<file path="config.mk">
export PLATFORM = sky130hd
export DESIGN_NAME = gci_std_kmc_ps2_rx_ctrl
export DESIGN_NICKNAME = d
export VERILOG_FILES = /design/src/rtl/gci_std_kmc_pkg.sv /design/src/rtl/gci_std_kmc_synchronizer.sv /design/src/rtl/gci_std_kmc_ps2_rx_ctrl.sv
export SDC_FILE = /design/constraint.sdc
export NUM_CORES = 1
export LEC_CHECK = 0
export ABC_AREA = 1
export CAP_MARGIN = 20
export CORE_ASPECT_RATIO = 0.75
export CORE_MARGIN = 2
export CORE_UTILIZATION = 50
export DETAILED_ROUTE_END_ITERATION = 8
export DONT_BUFFER_PORTS = 1
export PLACE_DENSITY = 0.71
export REMOVE_ABC_BUFFERS = 1
export SYNTH_ARGS = -nofsm -noshare
export SYNTH_HDL_FRONTEND = slang
export SYNTH_SLANG_ARGS = --single-unit
</file>
<file path="constraint.sdc">
create_clock -name iCLOCK -period 2.36 [get_ports iCLOCK]
set_input_delay 0.708 -clock iCLOCK [delete_from_list [all_inputs] [get_ports iCLOCK]]
set_output_delay 0.708 -clock iCLOCK [all_outputs]
set_load 0.005 [all_outputs]
</file>
<file path="src/rtl/gci_std_kmc_pkg.sv">
// Shared definitions for the keyboard/mouse controller: FSM encoding, PS/2 frame
// constants and default filter/timeout values used by the rx and tx controllers.
package gci_std_kmc_pkg;

    typedef enum logic [1:0] {
        ST_IDLE   = 2'd0,
        ST_DATA   = 2'd1,
        ST_PARITY = 2'd2,
        ST_STOP   = 2'd3
    } kmc_rx_state_t;

    localparam int unsigned KMC_DATA_BITS       = 8;
    localparam logic        KMC_PARITY_ODD      = 1'b1;
    localparam int unsigned KMC_FILTER_DEFAULT  = 8;
    localparam int unsigned KMC_TIMEOUT_DEFAULT = 5000;

    // True when the eight data bits plus the parity bit carry an odd number of ones.
    function automatic logic odd_parity_ok(input logic [KMC_DATA_BITS-1:0] data, input logic par);
        return ((^{data, par}) == KMC_PARITY_ODD);
    endfunction

endpackage

</file>
<file path="src/rtl/gci_std_kmc_synchronizer.sv">
// Multi-stage flop synchroniser for asynchronous inputs; every stage resets to 0.
module gci_std_kmc_synchronizer #(
    parameter int unsigned P_N = 2,
    parameter int unsigned P_W = 1
) (
    input  logic           clk,
    input  logic           rst_n,
    input  logic           srst,
    input  logic [P_W-1:0] d,
    output logic [P_W-1:0] q
);

    logic [P_N-1:0][P_W-1:0] stage_r;

    // Shift chain: stage 0 captures the raw input, the last stage is the synced output.
    always_ff @(posedge clk or negedge rst_n) begin
        if (!rst_n) begin
            stage_r <= '0;
        end else if (srst) begin
            stage_r <= '0;
        end else begin
            stage_r <= {stage_r[P_N-2:0], d};
        end
    end

    assign q = stage_r[P_N-1];

endmodule

</file>
<file path="src/rtl/gci_std_kmc_ps2_rx_ctrl.sv">
// PS/2 receive controller: synchronise, deglitch the clock, sequence the 11-bit
// frame, check start/parity/stop and hand good bytes over a one-entry buffer.
module gci_std_kmc_ps2_rx_ctrl
    import gci_std_kmc_pkg::*;
#(
    parameter int unsigned P_FILTER  = KMC_FILTER_DEFAULT,
    parameter int unsigned P_TIMEOUT = KMC_TIMEOUT_DEFAULT
) (
    input  logic       iCLOCK,
    input  logic       inRESET,
    input  logic       iRESET_SYNC,
    input  logic       iPS2_CLK,
    input  logic       iPS2_DATA,
    output logic       oRD_VALID,
    output logic [7:0] oRD_DATA,
    input  logic       iRD_ACK,
    output logic       oERR_PARITY,
    output logic       oERR_FRAME,
    output logic       oERR_TIMEOUT,
    output logic       oERR_OVERFLOW,
    output logic       oBUSY
);

    localparam logic [7:0]  FILT_LAST = 8'(P_FILTER - 1);
    localparam logic [15:0] TMO_LAST  = 16'(P_TIMEOUT - 1);

    logic [1:0]    sync_s;
    logic          ps2_clk_s, ps2_data_s;
    logic          filt_r, filt_nxt;
    logic [7:0]    filt_cnt_r, filt_cnt_nxt;
    logic          fall_r, fall_nxt_s;
    kmc_rx_state_t state_r, state_nxt;
    logic [2:0]    bit_cnt_r, bit_cnt_nxt;
    logic [7:0]    shift_r, shift_nxt;
    logic          par_r, par_nxt;
    logic [15:0]   tmo_r, tmo_nxt, tmo_inc_s;
    logic          timeout_s, commit_s;
    logic          rd_valid_r, rd_valid_nxt;
    logic [7:0]    rd_data_r, rd_data_nxt;
    logic          err_parity_r, err_parity_nxt;
    logic          err_frame_r, err_frame_nxt;
    logic          err_timeout_r, err_timeout_nxt;
    logic          err_overflow_r, err_overflow_nxt;
    logic          busy_r;

    gci_std_kmc_synchronizer #(.P_N(2), .P_W(2)) u_sync (
        .clk   (iCLOCK),
        .rst_n (inRESET),
        .srst  (iRESET_SYNC),
        .d     ({iPS2_DATA, iPS2_CLK}),
        .q     (sync_s)
    );

    assign ps2_clk_s  = sync_s[0];
    assign ps2_data_s = sync_s[1];

    // Clock deglitcher: a new level must persist P_FILTER cycles before it is accepted.
    always_comb begin
        filt_nxt     = filt_r;
        filt_cnt_nxt = 8'd0;
        if (ps2_clk_s != filt_r) begin
            if (filt_cnt_r == FILT_LAST) begin
                filt_nxt = ~filt_r;
            end else begin
                filt_cnt_nxt = filt_cnt_r + 8'd1;
            end
        end else begin
            filt_cnt_nxt = 8'd0;
        end
    end

    assign fall_nxt_s = filt_r & ~filt_nxt;
    assign tmo_inc_s  = tmo_r + 16'd1;
    // The timeout counter restarts with each fall event, so a pending edge always wins.
    assign timeout_s  = (state_r != ST_IDLE) && !fall_r && !fall_nxt_s && (tmo_inc_s == TMO_LAST);

    // Frame sequencer and timeout supervision.
    always_comb begin
        state_nxt       = state_r;
        bit_cnt_nxt     = bit_cnt_r;
        shift_nxt       = shift_r;
        par_nxt         = par_r;
        tmo_nxt         = tmo_r;
        commit_s        = 1'b0;
        err_parity_nxt  = 1'b0;
        err_frame_nxt   = 1'b0;
        err_timeout_nxt = 1'b0;
        if ((state_r == ST_IDLE) || fall_nxt_s) begin
            tmo_nxt = 16'd0;
        end else begin
            tmo_nxt = tmo_inc_s;
        end
        if (fall_r) begin
            case (state_r)
                ST_IDLE: begin
                    if (!ps2_data_s) begin
                        state_nxt   = ST_DATA;
                        bit_cnt_nxt = 3'd0;
                    end else begin
                        err_frame_nxt = 1'b1;
                    end
                end
                ST_DATA: begin
                    shift_nxt   = {ps2_data_s, shift_r[7:1]};
                    bit_cnt_nxt = bit_cnt_r + 3'd1;
                    if (bit_cnt_r == 3'd7) begin
                        state_nxt = ST_PARITY;
                    end else begin
                        state_nxt = ST_DATA;
                    end
                end
                ST_PARITY: begin
                    par_nxt   = ps2_data_s;
                    state_nxt = ST_STOP;
                end
                ST_STOP: begin
                    state_nxt = ST_IDLE;
                    if (!ps2_data_s) begin
                        err_frame_nxt = 1'b1;
                    end else if (!odd_parity_ok(shift_r, par_r)) begin
                        err_parity_nxt = 1'b1;
                    end else begin
                        commit_s = 1'b1;
                    end
                end
                default: state_nxt = ST_IDLE;
            endcase
        end else if (timeout_s) begin
            state_nxt       = ST_IDLE;
            err_timeout_nxt = 1'b1;
        end else begin
            state_nxt = state_r;
        end
    end

    // One-entry output buffer; an ack in the commit cycle frees the slot for the new byte.
    always_comb begin
        rd_valid_nxt     = rd_valid_r;
        rd_data_nxt      = rd_data_r;
        err_overflow_nxt = 1'b0;
        if (commit_s) begin
            if (!rd_valid_r || iRD_ACK) begin
                rd_data_nxt  = shift_r;
                rd_valid_nxt = 1'b1;
            end else begin
                err_overflow_nxt = 1'b1;
            end
        end else if (iRD_ACK) begin
            rd_valid_nxt = 1'b0;
        end else begin
            rd_valid_nxt = rd_valid_r;
        end
    end

    // State register for filter, sequencer, timeout and registered outputs.
    always_ff @(posedge iCLOCK or negedge inRESET) begin
        if (!inRESET) begin
            filt_r <= 1'b1; filt_cnt_r <= 8'd0; fall_r <= 1'b0;
            state_r <= ST_IDLE; bit_cnt_r <= 3'd0; shift_r <= 8'd0; par_r <= 1'b0;
            tmo_r <= 16'd0; rd_valid_r <= 1'b0; rd_data_r <= 8'd0;
            err_parity_r <= 1'b0; err_frame_r <= 1'b0; err_timeout_r <= 1'b0;
            err_overflow_r <= 1'b0; busy_r <= 1'b0;
        end else if (iRESET_SYNC) begin
            filt_r <= 1'b1; filt_cnt_r <= 8'd0; fall_r <= 1'b0;
            state_r <= ST_IDLE; bit_cnt_r <= 3'd0; shift_r <= 8'd0; par_r <= 1'b0;
            tmo_r <= 16'd0; rd_valid_r <= 1'b0; rd_data_r <= 8'd0;
            err_parity_r <= 1'b0; err_frame_r <= 1'b0; err_timeout_r <= 1'b0;
            err_overflow_r <= 1'b0; busy_r <= 1'b0;
        end else begin
            filt_r <= filt_nxt; filt_cnt_r <= filt_cnt_nxt; fall_r <= fall_nxt_s;
            state_r <= state_nxt; bit_cnt_r <= bit_cnt_nxt; shift_r <= shift_nxt; par_r <= par_nxt;
            tmo_r <= tmo_nxt; rd_valid_r <= rd_valid_nxt; rd_data_r <= rd_data_nxt;
            err_parity_r <= err_parity_nxt; err_frame_r <= err_frame_nxt;
            err_timeout_r <= err_timeout_nxt; err_overflow_r <= err_overflow_nxt;
            busy_r <= (state_nxt != ST_IDLE);
        end
    end

    assign oRD_VALID     = rd_valid_r;
    assign oRD_DATA      = rd_data_r;
    assign oERR_PARITY   = err_parity_r;
    assign oERR_FRAME    = err_frame_r;
    assign oERR_TIMEOUT  = err_timeout_r;
    assign oERR_OVERFLOW = err_overflow_r;
    assign oBUSY         = busy_r;

endmodule

</file>
* Word level (Yosys, flattened, before mapping) *
Cells that the tools add are included.

operators by class
  muxes and demuxes = 54
  reduce and logical (&&, ||, !) cells = 24
  $add $sub $neg = 3
  equal/unequal tests = 9
  bitwise operators = 3

operators with widths
  operator                                                count
  two-way mux 8 bit                                       9
  two-way mux 16 bit                                      2
  two-way mux 1 bit                                       31
  adder 16 x 1 -> 16 bit (second input constant)          1
  equality test 16 x 13 -> 1 bit (second input constant)  1
  nonzero test 2 bit                                      7
  two-way mux 2 bit                                       5
  two-way mux 3 bit                                       3
  parity 9 bit                                            1
  adder 8 x 1 -> 8 bit (second input constant)            1
  equality test 8 x 3 -> 1 bit (second input constant)    1
  one-hot mux 2 bit (4 select lines)                      1
  AND reduction 2 bit                                     4
  one-hot mux 3 bit (2 select lines)                      1
  nonzero test 3 bit                                      2
  equality test 2 bit (second input constant)             2
  two-way mux 4 bit                                       1
  adder 3 x 1 -> 3 bit (second input constant)            1
  equality test 3 bit (second input constant)             1
  logical AND 1 bit                                       3
  zero test 1 bit                                         3
  inequality test 3 x 2 -> 1 bit (second input constant)  1
  inequality test 3 bit (second input constant)           1
  AND reduction 3 bit                                     1
  other kinds (7)                                         9

word-level totals
  flip-flop bits (word level) = 58
  input port bits = 6
  output and inout port bits = 14

* Logic depth before layout (Yosys ltp) *
Gate-level depths: netlist of the first run.

  depth after elaboration = 12
  depth in mapped cells = 14
  depth with buffers taken out = 14

* Modules after synthesis *
A second synthesis of the first run with hierarchy kept.

second synthesis, totals
  cell total of the unflattened synthesis = 397
  area, all modules = 3064.2 µm²

by module, submodules not included
  module                    cells each  instances  area each (µm²)  seq. area each (µm²)
  gci_std_kmc_ps2_rx_ctrl   383         1          2919.0           1352.5
  gci_std_kmc_synchronizer  14          1          145.1            100.1

* Worst setup path after synthesis of the first run *
OpenSTA, ideal clock, no wires.

  path type = register to register
  start point = register tmo_r[1]
  end point = register busy_r, in the netlist oBUSY
  setup slack = 0.719 ns
  stages on the path, launching flop included = 13
  setup time = 0.119 ns
  data required time = 2.241 ns
  arrival = 1.522 ns
  cell sequence = dfrtp_1 ha_1 nand2_1 nor2_4 nand2_2 nand2_2 nand2_1 nor2_1 nand2_1 nor2_1 nand3_1 a21oi_2 nand2_1

on the way
  cells in the longest elaborated chain, start to end = 7

RTL lines
  what                            line                            text
  from (decl)                     gci_std_kmc_ps2_rx_ctrl.sv:36   logic [15:0] tmo_r, tmo_nxt, tmo_inc_s;
  from (signal assigned)          gci_std_kmc_ps2_rx_ctrl.sv:172  tmo_r <= tmo_nxt; rd_valid_r <= rd_valid_nxt; rd_data_r <= rd_data_nxt;
  adder 16 x 1 -> 16 bit          gci_std_kmc_ps2_rx_ctrl.sv:73   assign tmo_inc_s = tmo_r + 16'd1;
  equality test 16 x 13 -> 1 bit  gci_std_kmc_ps2_rx_ctrl.sv:75   assign timeout_s = (state_r != ST_IDLE) && !fall_r && !fall_nxt_s && (tmo_inc_s == TMO_LAST);
  logical AND 1 bit               gci_std_kmc_ps2_rx_ctrl.sv:75
  two-way mux 2 bit               gci_std_kmc_ps2_rx_ctrl.sv:128  end else if (timeout_s) begin
  two-way mux 2 bit               gci_std_kmc_ps2_rx_ctrl.sv:93   if (fall_r) begin
  nonzero test 2 bit              gci_std_kmc_ps2_rx_ctrl.sv:175  busy_r <= (state_nxt != ST_IDLE);
  two-way mux 1 bit               gci_std_kmc_ps2_rx_ctrl.sv:163  end else if (iRESET_SYNC) begin
  to (signal assigned)            gci_std_kmc_ps2_rx_ctrl.sv:175
  to (decl)                       gci_std_kmc_ps2_rx_ctrl.sv:44   logic busy_r;

Every way passes these cells.
A chain may end at the register's enable or synchronous reset.

* Worst setup path in the final report of the first run *
Same ends and word-level chain as after synthesis.

==> results of run 1 <==
cells in the final DEF, fill, tap and decap left out, types with 2 or more instances in the layout:
cell type and instances:
nor3b_1 2, o21ai_0 18, nand3_1 28, dfrtp_1 57, nor2_4 2, nand2_2 5, xor2_1 4, clkbuf_8 11
inv_1 49, xnor2_1 5, nor2_1 69, nand4_1 6, clkbuf_1 2, ha_1 5, clkinv_2 3, and3_1 2
nor2_2 5, a21oi_1 7, nand2_1 100, nor3_1 7
metrics by stage:
step                      worst slack (ns)  instances
final                                0.402        477
after CTS                            0.413        477
after floorplan                      0.719        382
after global placement               0.483        461
after global routing                 0.204        477
after detailed placement             0.445        461
state kept, by name, summed over array words and instances, names as in the netlist, 2 cells and up:
register / flops
filt_cnt_r: 8
oRD_DATA: 8
tmo_r: 16
shift_r: 8
u_sync.stage_r: 2
bit_cnt_r: 3
state_r: 2
u_sync.q: 2
kinds of logic (layout without fill, tap and decap cells):
family	count (synthesis)	after routing	synth area share, %
AND/OR/NAND/NOR	227	227	33.1
flip-flops	58	58	49.1
buffers and inverters	56	69	7.24
AO/OA/AOI/OAI	30	30	5.42
XOR/XNOR	9	9	2.67
adder cells (fa/ha/maj)	5	5	2.12
multiplexers	1	1	0.381
per-layer routing:
| layer | part of all wire [%] | routed length (um) | GRT usage (%) | up-vias |
|---|---|---|---|---|
| met5 | 0 | 0 | 0 | - |
| met3 | 7.1 | 411 | 7.99 | 7 |
| li1 | - | - | - | 1222 |
| met4 | 0.80 | 46 | 6.70 | 0 |
| met2 | 44 | 2540 | 28.3 | 51 |
| met1 | 48 | 2760 | 28.8 | 1096 |
power by group:
group          switching (mW)  leakage (nW)  internal, mW
registers             0.00448         0.802          1.00
logic                  0.0204         0.636        0.0102
clock network           0.384         0.103         0.542
cell type report:
type	instances	share of cell area, %
tap	78	3.01
clock buffer	13	4.90
timing repair buffer	1	0.231
clock inverter	3	1.23
multi-input combinational	272	39.8
inverter	52	6.06
sequential	58	44.8
critical path, cell delays in order (launching register included):
cell and delay, ns:
dfrtp_1 0.39, ha_1 0.24, nand2_1 0.11, nor2_4 0.18, nand2_1 0.07, nand2_1 0.05
nand2_1 0.06, nor2_1 0.21, nand2_1 0.09, nor2_1 0.10, nand3_1 0.12, a21oi_2 0.17
nand2_1 0.07
path summary, 6_finish.rpt:
check,from,to,slack [ns],cells past startpoint
hold reg to reg,u_sync.stage_r[0],u_sync.q[0],0.45,2
setup reg to reg,tmo_r[1],oBUSY,0.40,12
min in group iCLOCK,iRESET_SYNC,u_sync.stage_r[1],0.42,1
hold / removal,inRESET,tmo_r[10],0.06,0
max in group asynchronous,inRESET,filt_r,2.12,0
setup / recovery,tmo_r[1],oBUSY,0.40,12
==> metrics, run 1 <==
status=finished, final reports clean; top post-synthesis cells by area=dfrtp_1, nand2_1, nor2_1; Avg Cell Area, Syn=7.66 um2; Post-Syn Instances=386; worst path required time=2.59 ns; maximum VDD drop=0.379 mV; Setup Viol. Count Final=0; Cell Pwr Density=606 nW/um2; post_cts resized=0; synth warn=0; vias in the first global route=2281; # Max-Cap Violations=0; LEAKAGE=1.54 nW; multi-input logic area=1290 um2; final net count=405; Setup CP Type=reg -> reg; count leader, synth=nand2_1; Root Driver=clkbuf_8; Tmin final=1.96 ns; max_slew headroom=48.2%; fmax=511 MHz; die area=6550 um2; Max clock buf depth=2; clock skew=0.00829 ns; # Post-CTS Setup Buffers=0; placed cell area=3040 um2; Tot Pwr=1.96 mW; Worst EP arrival=2.18 ns; proportion of layout cells with a drive suffix above 1=8.27%; via count=2376; RD Place Congestion=0.859; IO Pins=20; die height=70.6 um; initial antenna violation count=0; Hold Fails Final Rpt=0; first-pass GRT wire length=10200 um; final core occ=56.3%; Max Fanout on Critical Path=7; prevailing post-synth register cell=dfrtp_1; Sum Neg Setup Slack=0 ns; core area=5770 um2; fillers=540; H-tree Lvls=3; total grt overflow=0; Distinct cells, synth=30; Seq. cell area=1450 um2; initial DRC count=185; Vias/cell=4.98; Startpoint Class=register; Min-Delay Path Class=in -> async; Yosys reg bits=58; Worst-path clk slew=0.07 ns; Die W=92.8 um; share of the synthesized area in the top cell type=48.2%; Mapped Area=2960 um2; drt drc=0; GRT Total Usage=20.1%; Yosys top cell by area=dfrtp_1; total CTS buffers=9; DRT Pass-1 Iters=4; initial core utilization=51.3%; commonest cells in the netlist=nand2_1, nor2_1, dfrtp_1; Pins Over Slew Limit=0; hold slack final=0.0600 ns; Routed wire per std cell=12.1 um; # diodes=0; Routed Wire Length=5760 um; hold buffers post-CTS=0; Crit. End Element=register; RSZ-0062 raised after global routing=no; asr flop ratio synth=100%; Design Area, Final=3240 um2; DP HPWL=4040 um; largest net degree at the start of global routing=59; FP Rows=24; antenna viol nets, final=0; clock sink total=58; worst skew pair latency=0.34 ns; period utilization=83.0%; Buffers on Ports=0; register area share after synthesis=49.1%; Area growth syn-to-layout=9.69%; Worst Tran Pin Value=0.769 ns; EDFF count, synth=0; TritonCTS clock tree=done
Note: power is estimated with default switching activity, not from simulation.
==> run 2, diff against run 1 <==
==> constraint.sdc (replaced) <==
create_clock -name iCLOCK -period 2 [get_ports iCLOCK]
set_input_delay 0.6 -clock iCLOCK [delete_from_list [all_inputs] [get_ports iCLOCK]]
set_output_delay 0.6 -clock iCLOCK [all_outputs]
set_load 0.005 [all_outputs]
==> run 2 against run 1 <==
Net effect:
- via count up 1.3%
- sequential cell count unchanged
- clock power up 29%
- cell area up 3.5%
- worst setup slack worse by 0.25 ns
- critical path depth up 2
- critical endpoint unchanged
- highest routed layer unchanged
==> metrics, run 2 (synthesis gave the netlist of run 1 again) <==
core area=5770 um2 (unchanged); Max Fanout on Critical Path=7 (unchanged); Min-Delay Path Class=in -> async (unchanged); multi-input logic area=1340 um2 (was 1290 um2); Largest register FFs=16 (unchanged); H-tree Lvls=3 (unchanged); fillers=537 (was 540); Tmin final=1.84 ns (was 1.96 ns); IO Pins=20 (unchanged); Tot Pwr=2.44 mW (was 1.96 mW); crit-path max cell delay=0.42 ns (was 0.39 ns); vias in the first global route=2203 (was 2281); Routed wire per std cell=12.7 um (was 12.1 um); Top reg by flops=tmo_r (unchanged); total CTS buffers=9 (unchanged); TritonCTS clock tree=done (unchanged); Max stage delay cell, worst path=dfrtp_1 (unchanged); CP cell instances=ha_4 -> nand2_1 -> nor2_4 -> nand3_1 -> nand2_2 -> nand2_1 -> nor2_1 -> nand2_1 -> nor2_1 -> nand2_1 -> nand2_1 -> nand2_1 -> nand2_1 -> nand2_1 (was ha_1 -> nand2_1 -> nor2_4 -> nand2_1 -> nand2_1 -> nand2_1 -> nor2_1 -> nand2_1 -> nor2_1 -> nand3_1 -> a21oi_2 -> nand2_1); placed cell area=3070 um2 (was 3040 um2); Worst-path clk slew=0.06 ns (was 0.07 ns); # diodes=0 (unchanged); Buffers on Ports=0 (unchanged); antenna viol nets, final=0 (unchanged); via count=2406 (was 2376); Worst Tran Pin Value=0.499 ns (was 0.769 ns); fmax=542 MHz (was 511 MHz); DRT Pass-1 Iters=7 (was 4); Setup Viol. Count Final=0 (unchanged); max_slew headroom=66.5% (was 48.2%); # Post-CTS Setup Buffers=0 (unchanged); Routed Wire Length=6110 um (was 5760 um); Max clock buf depth=2 (unchanged); first-pass GRT wire length=10300 um (was 10200 um); critical path's most frequent cell=nand2_1 (unchanged); die height=70.6 um (unchanged); Startpoint Class=register (unchanged); largest net degree at the start of global routing=58 (was 59); GRT Total Usage=20.4% (was 20.1%); Die W=92.8 um (unchanged); FP Rows=24 (unchanged); commonest non-fill, non-tap cell in the layout=nand2_1 (unchanged); Design Area, Final=3360 um2 (was 3240 um2); Hold Fails Final Rpt=0 (unchanged); RD Place Congestion=0.868 (was 0.859); LEAKAGE=1.57 nW (was 1.54 nW); final net count=409 (was 405); Root Driver=clkbuf_8 (unchanged); worst skew pair latency=0.34 ns (about the same); Seq. cell area=1450 um2 (unchanged); hold slack final=0.104 ns (was 0.0600 ns); # Max-Cap Violations=0 (unchanged); initial antenna violation count=0 (unchanged); proportion of layout cells with a drive suffix above 1=11.2% (was 8.27%); number of buffers and inverters on the critical path=0 (unchanged); post-route insts no fill=481 (was 477); clock sink total=58 (unchanged); drt drc=0 (unchanged); Inst Count DP=464 (was 461); Area growth syn-to-layout=13.6% (was 9.69%); Pins Over Slew Limit=0 (unchanged); Vias/cell=5.00 (was 4.98); worst path required time=2.23 ns (was 2.59 ns); maximum VDD drop=0.506 mV (was 0.379 mV); initial DRC count=166 (was 185); die area=6550 um2 (unchanged); total grt overflow=0 (unchanged); initial core utilization=51.3% (unchanged); Crit. End Element=register (unchanged); clock skew=0.00824 ns (was 0.00829 ns); Sum Neg Setup Slack=0 ns (unchanged); period utilization=92.2% (was 83.0%); DP HPWL=4270 um (was 4040 um); commonest non-fill, non-tap cells in the layout=nand2_1, nor2_1, dfrtp_1, inv_1, nand3_1 (unchanged); status=finished, final reports clean (unchanged); Setup CP Type=reg -> reg (unchanged); RSZ-0062 raised after global routing=no (unchanged); Cell Pwr Density=728 nW/um2 (was 606 nW/um2); Worst EP arrival=2.07 ns (was 2.18 ns); CP delay by family, top=simple AND/OR/NAND/NOR gates (unchanged)
## run 2: final timing paths
path / start / to / slack [ns] / depth (start not counted)
worst max-delay path: tmo_r[0] / oBUSY / 0.16 / 14
worst min-delay path: inRESET / filt_r / 0.10 / 0
worst max register to register: tmo_r[0] / oBUSY / 0.16 / 14
worst min register to register: u_sync.stage_r[0] / u_sync.q[0] / 0.46 / 2
max in group asynchronous: inRESET / tmo_r[6] / 1.65 / 1
min in group iCLOCK: iRESET_SYNC / u_sync.stage_r[1] / 0.32 / 1
## run 2: final cells by class
cell class,count,area share [%]
flip-flops and latches,58,43.3
multi-input cells,272,39.8
inverters,52,5.85
clock buffers,11,4.21
well taps,78,2.91
clock inverters,5,2.31
repair buffers,5,1.71
## run 2: metal layers
metal	global-route usage, %	share of wire (%)	vias to the layer above
met2	28.7	44	43
li1	-	-	1230
met1	29.4	49	1128
met5	0	0	-
met3	7.45	5.8	5
met4	7.52	1.1	0
## run 2: per-stage QoR
stage               utilization [%]  setup slack (ns)
floorplan                         -             0.359
global placement               53.2             0.248
detailed placement             53.2             0.181
CTS                            57.5             0.168
global route                   58.2           0.00388
finish                         58.2             0.156
## run 2: timing repair
action / 4_1_cts / 5_1_grt
hold buffers: 1 / 0
endpoints found under the hold margin: 57 / 0
endpoints found under the setup margin: 0 / 3
resized for setup: 0 / 11
## run 2: report_power, final
| group | switching (mW) | total, mW | internal (mW) |
|---|---|---|---|
| logic | 0.0454 | 0.0644 | 0.0190 |
| clock network | 0.460 | 1.19 | 0.731 |
| registers | 0.00546 | 1.19 | 1.18 |
## run 2: worst reg2reg max path: cells and delay by family (launching register included)
kind | cells | cell delay [ns]
and+or+nand+nor | 13 | 1.15
DFF | 1 | 0.42
adders and majority gates | 1 | 0.17
